File: src/rtl/mem_slot_sched.sv
// Time-slot arbiter for the shared 16-bit RAM/ROM bus: 4-tick slots alternating
// dedicated CPU slots with shared slots (video > sound > disk > cpu).
module mem_slot_sched #(
    parameter int VID_WORDS  = 32,
    parameter int SLOT_TICKS = 4
) (
    input  logic       clk32,
    input  logic       _systemReset,
    input  logic       clk8_en_p,
    input  logic       clk8_en_n,
    input  logic       _hblank,
    input  logic       _vblank,
    input  logic       cpuReq,
    input  logic       dskReqInt,
    input  logic       dskReqExt,
    output logic       cpuBusControl,
    output logic       videoBusControl,
    output logic [2:0] busOwner,
    output logic       memoryLatch,
    output logic       loadPixels,
    output logic       loadSound,
    output logic       dskReadAckInt,
    output logic       dskReadAckExt,
    output logic       cpuCycleDone
);

    localparam logic [2:0] OWN_IDLE  = 3'd0;
    localparam logic [2:0] OWN_CPU   = 3'd1;
    localparam logic [2:0] OWN_VIDEO = 3'd2;
    localparam logic [2:0] OWN_SOUND = 3'd3;
    localparam logic [2:0] OWN_DSKI  = 3'd4;
    localparam logic [2:0] OWN_DSKE  = 3'd5;

    localparam logic [1:0] PH_LAST = 2'(SLOT_TICKS - 1);
    localparam logic [5:0] VID_MAX = 6'(VID_WORDS);

    typedef struct packed {
        logic [2:0] owner;
        logic       cpu;
        logic       video;
    } grant_t;

    logic [1:0] ph;
    logic       slotSel;
    logic [5:0] vidCount;
    logic       sndPending;
    logic       lastDisk;   // 1: internal drive got the most recent disk grant
    logic       hblank_q;
    logic       slot_start;
    logic       hblank_fall;
    logic       vid_ok;
    grant_t     nxt;

    assign slot_start  = clk8_en_p && (ph == PH_LAST);
    assign hblank_fall = clk8_en_p && hblank_q && !_hblank;
    // Video qualifies on the same registered hblank sample the edge detector
    // uses, so a grant and an hblank clear can land on one tick.
    assign vid_ok      = _vblank && hblank_q && (vidCount < VID_MAX);

    always_comb begin
        nxt.owner = OWN_IDLE;
        if (!slotSel) begin
            if (cpuReq) nxt.owner = OWN_CPU;
        end else if (vid_ok) begin
            nxt.owner = OWN_VIDEO;
        end else if (sndPending) begin
            nxt.owner = OWN_SOUND;
        end else if (dskReqInt && dskReqExt) begin
            nxt.owner = lastDisk ? OWN_DSKE : OWN_DSKI;
        end else if (dskReqInt) begin
            nxt.owner = OWN_DSKI;
        end else if (dskReqExt) begin
            nxt.owner = OWN_DSKE;
        end else if (cpuReq) begin
            nxt.owner = OWN_CPU;
        end
        nxt.cpu   = (nxt.owner == OWN_CPU);
        nxt.video = (nxt.owner == OWN_VIDEO);
    end

    always_ff @(posedge clk32 or negedge _systemReset) begin
        if (!_systemReset) begin
            ph              <= 2'd0;
            slotSel         <= 1'b0;
            busOwner        <= OWN_IDLE;
            cpuBusControl   <= 1'b0;
            videoBusControl <= 1'b0;
            vidCount        <= 6'd0;
            sndPending      <= 1'b0;
            lastDisk        <= 1'b0;
            hblank_q        <= 1'b0;
        end else begin
            if (clk8_en_p) begin
                ph       <= ph + 2'd1;
                hblank_q <= _hblank;
                if (ph == PH_LAST) slotSel <= ~slotSel;
            end

            if (slot_start) begin
                busOwner        <= nxt.owner;
                cpuBusControl   <= nxt.cpu;
                videoBusControl <= nxt.video;
                if (nxt.owner == OWN_DSKI) lastDisk <= 1'b1;
                if (nxt.owner == OWN_DSKE) lastDisk <= 1'b0;
            end

            if (hblank_fall)
                vidCount <= 6'd0;
            else if (slot_start && nxt.video && vidCount != VID_MAX)
                vidCount <= vidCount + 6'd1;

            if (hblank_fall)
                sndPending <= 1'b1;
            else if (slot_start && nxt.owner == OWN_SOUND)
                sndPending <= 1'b0;
        end
    end

    // Data is valid mid-way through the third tick of an owned slot.
    assign memoryLatch   = clk8_en_n && (ph == 2'd2) && (busOwner != OWN_IDLE);
    assign loadPixels    = memoryLatch && (busOwner == OWN_VIDEO);
    assign loadSound     = memoryLatch && (busOwner == OWN_SOUND);
    assign dskReadAckInt = memoryLatch && (busOwner == OWN_DSKI);
    assign dskReadAckExt = memoryLatch && (busOwner == OWN_DSKE);
    assign cpuCycleDone  = memoryLatch && (busOwner == OWN_CPU);

endmodule

File: config.mk
export PLATFORM = sky130hd
export DESIGN_NAME = mem_slot_sched
export DESIGN_NICKNAME = d
export VERILOG_FILES = /design/src/rtl/mem_slot_sched.sv
export SDC_FILE = /design/constraint.sdc
export NUM_CORES = 1
export LEC_CHECK = 0
export BUFFER_PORTS_ARGS = -buffer_cell sky130_fd_sc_hd__buf_2
export CAP_MARGIN = 10
export CORE_MARGIN = 4
export CORE_UTILIZATION = 45
export CTS_CLUSTER_DIAMETER = 30
export DETAILED_ROUTE_END_ITERATION = 8
export PLACE_DENSITY = 0.64
export SLEW_MARGIN = 20
export SYNTH_ARGS = -nofsm -noshare
export SYNTH_HDL_FRONTEND = slang
export SYNTH_SLANG_ARGS = --single-unit
File: constraint.sdc
create_clock -name clk32 -period 2.7 [get_ports clk32]
set_clock_uncertainty 0.1 [all_clocks]
set_input_delay 0.54 -clock clk32 [delete_from_list [all_inputs] [get_ports clk32]]
set_output_delay 0.54 -clock clk32 [all_outputs]
set_load 0.01 [all_outputs]
==> run_results.csv <==
group,metric,value,unit
sta,drv_slew,0,
sta,setup-tns-final,0,ns
power_and_ir_drop,pwr-share-comb,37.4,%
synthesis,synthCells,94,
sta,fin_crit_sh,74.1,%
floorplan,die_area,2950,sq um
cells_and_area,area_growth,13.7,%
placed_design,gp_congestion,0.833,
worst_setup_path,cp-end-kind,"output port",
routing,drtPass1Iterations,4,
synthesis,synth_compound_area_share,11.7,%
sta,rsz0062_at_grt,"no",
cells_and_area,finalNetCount,129,
global_route,grt_pass1_wl,2.66,mm
synthesis,yosysSeqAreaShare,44.1,%
cells_and_area,drive_above_1_share,29.6,%
clocking,cts_tree,"yes",
synthesis,synth_top_family_by_area,"simple AND/OR/NAND/NOR gates",
clocking,cts_sinks,17,
worst_setup_path,cp_slowest_cell,"dfrtp_1",
synthesis,synthAdderAreaFrac,5.19,%
job,maxCapViolCount,0,
clocking,post_cts_resized,0,
synthesis,ys_ff_latch,17,
floorplan,die_x,54.3,microns
synthesis,synth_top_area_cell,"dfrtp_1",
power_and_ir_drop,irDropWorstVdd,0.389,mV
placed_design,io_buffers,19,
power_and_ir_drop,seq_power_share,47.7,%
global_route,grt_start_max_net_pins,18,
sta,layout_min_cycle_time,2.00,ns
worst_setup_path,cp-startpoint,"ph[0]",
cells_and_area,nFillCells,192,
global_route,overflow,0,
floorplan,rows,16,
power_and_ir_drop,intPower,0.549,mW
worst_setup_path,cp.arrival,1.36,ns
worst_setup_path,startpoint_type,"flop",
cells_and_area,multi_input_area,483,sq um
global_route,grt.total_usage,12.9,%
routing,avgViaCountPerCell,4.97,
floorplan,io_pins,20,
worst_setup_path,worstPathMaxFanout,3,
synthesis,synth_mux_area_share,3.76,%
power_and_ir_drop,power_density,812,nW/um^2
power_and_ir_drop,switchingPower,0.342,mW
worst_setup_path,r2r_start,"ph[0]",
worst_setup_path,path_class,"flop to output port",
global_route,grt_pass1_vias,616,
clocking,cts_hold_buf,0,
power_and_ir_drop,clockPowerShare,14.9,%
worst_setup_path,rrSetupSlack,0.97,ns
status,status,"finished, final reports clean",
floorplan,initial_core_util,48.2,%
routing,drc,0,
clocking,cts_setup_buffers,0,
routing,drtAntennaViolNets,0,
routing,vias,706,
routing,drt_iter0_drc,8,
synthesis,synth_xor_area_share,5.45,%
sta,hold_viol_final,0,
synthesis,post-synth-top-area-fraction,44.1,%
routing,wirelength,1.64,mm
floorplan,core-area,2000,sq um
clocking,ctsLongestPathBuffers,2,
sta,fmax,500,MHz
synthesis,yosys.area_share.simple,24.0,%
synthesis,synth_cell_types,30,
power_and_ir_drop,power.total,0.891,mW
synthesis,synthesis.nets,107,
power_and_ir_drop,p_leak,0.537,nW
clocking,clk_latency,0.28,ns
worst_setup_path,worstSetupEndpoint,"cpuCycleDone",
worst_setup_path,crit_required,2.06,ns
synthesis,avgSynthCellArea,10.3,sq um
routing,wl_per_cell,11.5,microns
sta,setup_viol,0,
sta,worstMarginPinSlew,0.385,ns
worst_setup_path,rr_endpoint,"lastDisk",
worst_setup_path,worstRegToRegCells,5,
synthesis,synth_area,965,sq um
clocking,htree_levels,1,
clocking,cts_buffers,3,
cells_and_area,seqCellArea,425,sq um
floorplan,die_y,54.3,microns
worst_setup_path,crit_chain,"inv_1, ha_1, nand3_1, nor3_1, buf_2",
power_and_ir_drop,swShare,38.4,%
clocking,path_clk_slew,0.09,ns
global_route,grt_antenna_before_repair,0,
sta,slew_headroom,74.2,%
placed_design,dpl.hpwl,1.28,mm
cells_and_area,antenna_cells,0,
min_path,worstHoldPathType,"input pin to asynchronous set/reset pin",
synthesis,synth_area_leaders,"dfrtp_1 44%, ha_1 5.2%, xnor2_1 4.5%, nor3_2 4.2%, inv_1 3.5%",
clocking,root_buffer,"clkbuf_4",
synthesis,yosys_warnings,0,
worst_setup_path,max_stage_delay,0.42,ns
synth_stat cells, drive strengths merged:
master   number
o21ai         5
xor2          1
xnor2         5
and2          1
nand2         7
nand2b        3
mux2          2
mux2i         1
ha            4
a21o          3
nor2         11
a2bb2oi       1
nor4          1
dfrtp        17
buf           2
a211oi        1
nor3          8
o22a          2
a21oi         1
nand3         6
inv           9
nand3b        1
o21ba         1
a32oi         1
state kept, by name, indices dropped and copies added (netlist names):
signal / cells
busOwner: 3
cpuBusControl: 1
videoBusControl: 1
slotSel: 1
ph: 2
vidCount: 6
lastDisk: 1
sndPending: 1
hblank_q: 1
worst min-delay path by stage:
stage | start | to | slack [ns] | depth (start not counted)
detailed placement | videoBusControl | videoBusControl | 0.36 | 1
CTS | _systemReset | ph[0] | 0.06 | 1
floorplan | _systemReset | busOwner[0] | 0.14 | 0
global route | _systemReset | ph[1] | 0.07 | 1
finish | _systemReset | ph[1] | 0.06 | 1
global placement | videoBusControl | videoBusControl | 0.36 | 1
layout make-up:
| class | instances | share of cell area [%] |
|---|---|---|
| multi-input cells | 66 | 44.0 |
| flip-flops and latches | 17 | 38.8 |
| repair buffers | 19 | 8.67 |
| inverters | 9 | 3.08 |
| well taps | 27 | 3.08 |
| clock buffers | 4 | 2.39 |
stage by stage:
step	area [sq um]	hold slack (ns)	std cells	utilization [%]	setup slack [ns]
6_report	1100	0.0561	142	54.8	0.698
5_1_grt	1100	0.0683	142	54.8	0.582
4_1_cts	1100	0.0604	142	54.8	0.687
3_5_place_dp	1070	0.361	138	53.5	0.883
3_3_place_gp	1070	0.364	138	53.5	0.932
2_1_floorplan	965	0.144	94	-	1.10
critical path, delay by kind of cell (launching register included):
kind / cells / cell delay [ns]
flops: 1 / 0.42
simple gates: 2 / 0.27
buf+inv: 2 / 0.23
fa+ha+maj: 1 / 0.16
cell usage in the layout, fill, tap and decap left out:
| cell type | count |
|---|---|
| nor4_1 | 1 |
| buf_2 | 19 |
| nand2b_1 | 3 |
| clkbuf_1 | 1 |
| mux2_4 | 1 |
| o21ba_1 | 1 |
| mux2_2 | 1 |
| nor2_2 | 1 |
| a21o_1 | 3 |
| ha_1 | 4 |
| mux2i_1 | 1 |
| nor3_1 | 4 |
| nor2_1 | 9 |
| nand3_4 | 1 |
| nand3b_4 | 1 |
| clkbuf_4 | 3 |
| nand3_1 | 5 |
| and2_1 | 1 |
| nand2_1 | 7 |
| o22a_1 | 2 |
| o21ai_2 | 2 |
| inv_1 | 9 |
| a32oi_1 | 1 |
| nor2_4 | 1 |
| nor3_2 | 4 |
| o21ai_0 | 3 |
| a211oi_1 | 1 |
| xor2_1 | 1 |
| a21oi_1 | 1 |
| a2bb2oi_1 | 1 |
| dfrtp_1 | 17 |
| xnor2_1 | 5 |
power by group through the flow:
stage | Combinational [mW] | Sequential, mW | Clock (mW)
6_report | 0.334 | 0.425 | 0.132
5_1_grt | 0.379 | 0.437 | 0.150
4_1_cts | 0.341 | 0.425 | 0.141
3_5_place_dp | 0.339 | 0.430 | 0
3_3_place_gp | 0.330 | 0.430 | 0
2_1_floorplan | 0.239 | 0.429 | 0
logic make-up after synthesis:
| logic type | Yosys count |
|---|---|
| adder cells (fa/ha/maj) | 4 |
| XOR/XNOR | 6 |
| AO/OA/AOI/OAI | 15 |
| multiplexers | 3 |
| flip-flops | 17 |
| buffers and inverters | 11 |
| AND/OR/NAND/NOR | 38 |
routing by layer:
layer / GRT usage, % / wire length (microns)
met1: 15.2 / 702
met2: 21.7 / 811
met4: 6.22 / 12
met3: 3.27 / 111
met5: 0 / 0
No activity file was read; power rests on OpenSTA's default activity.
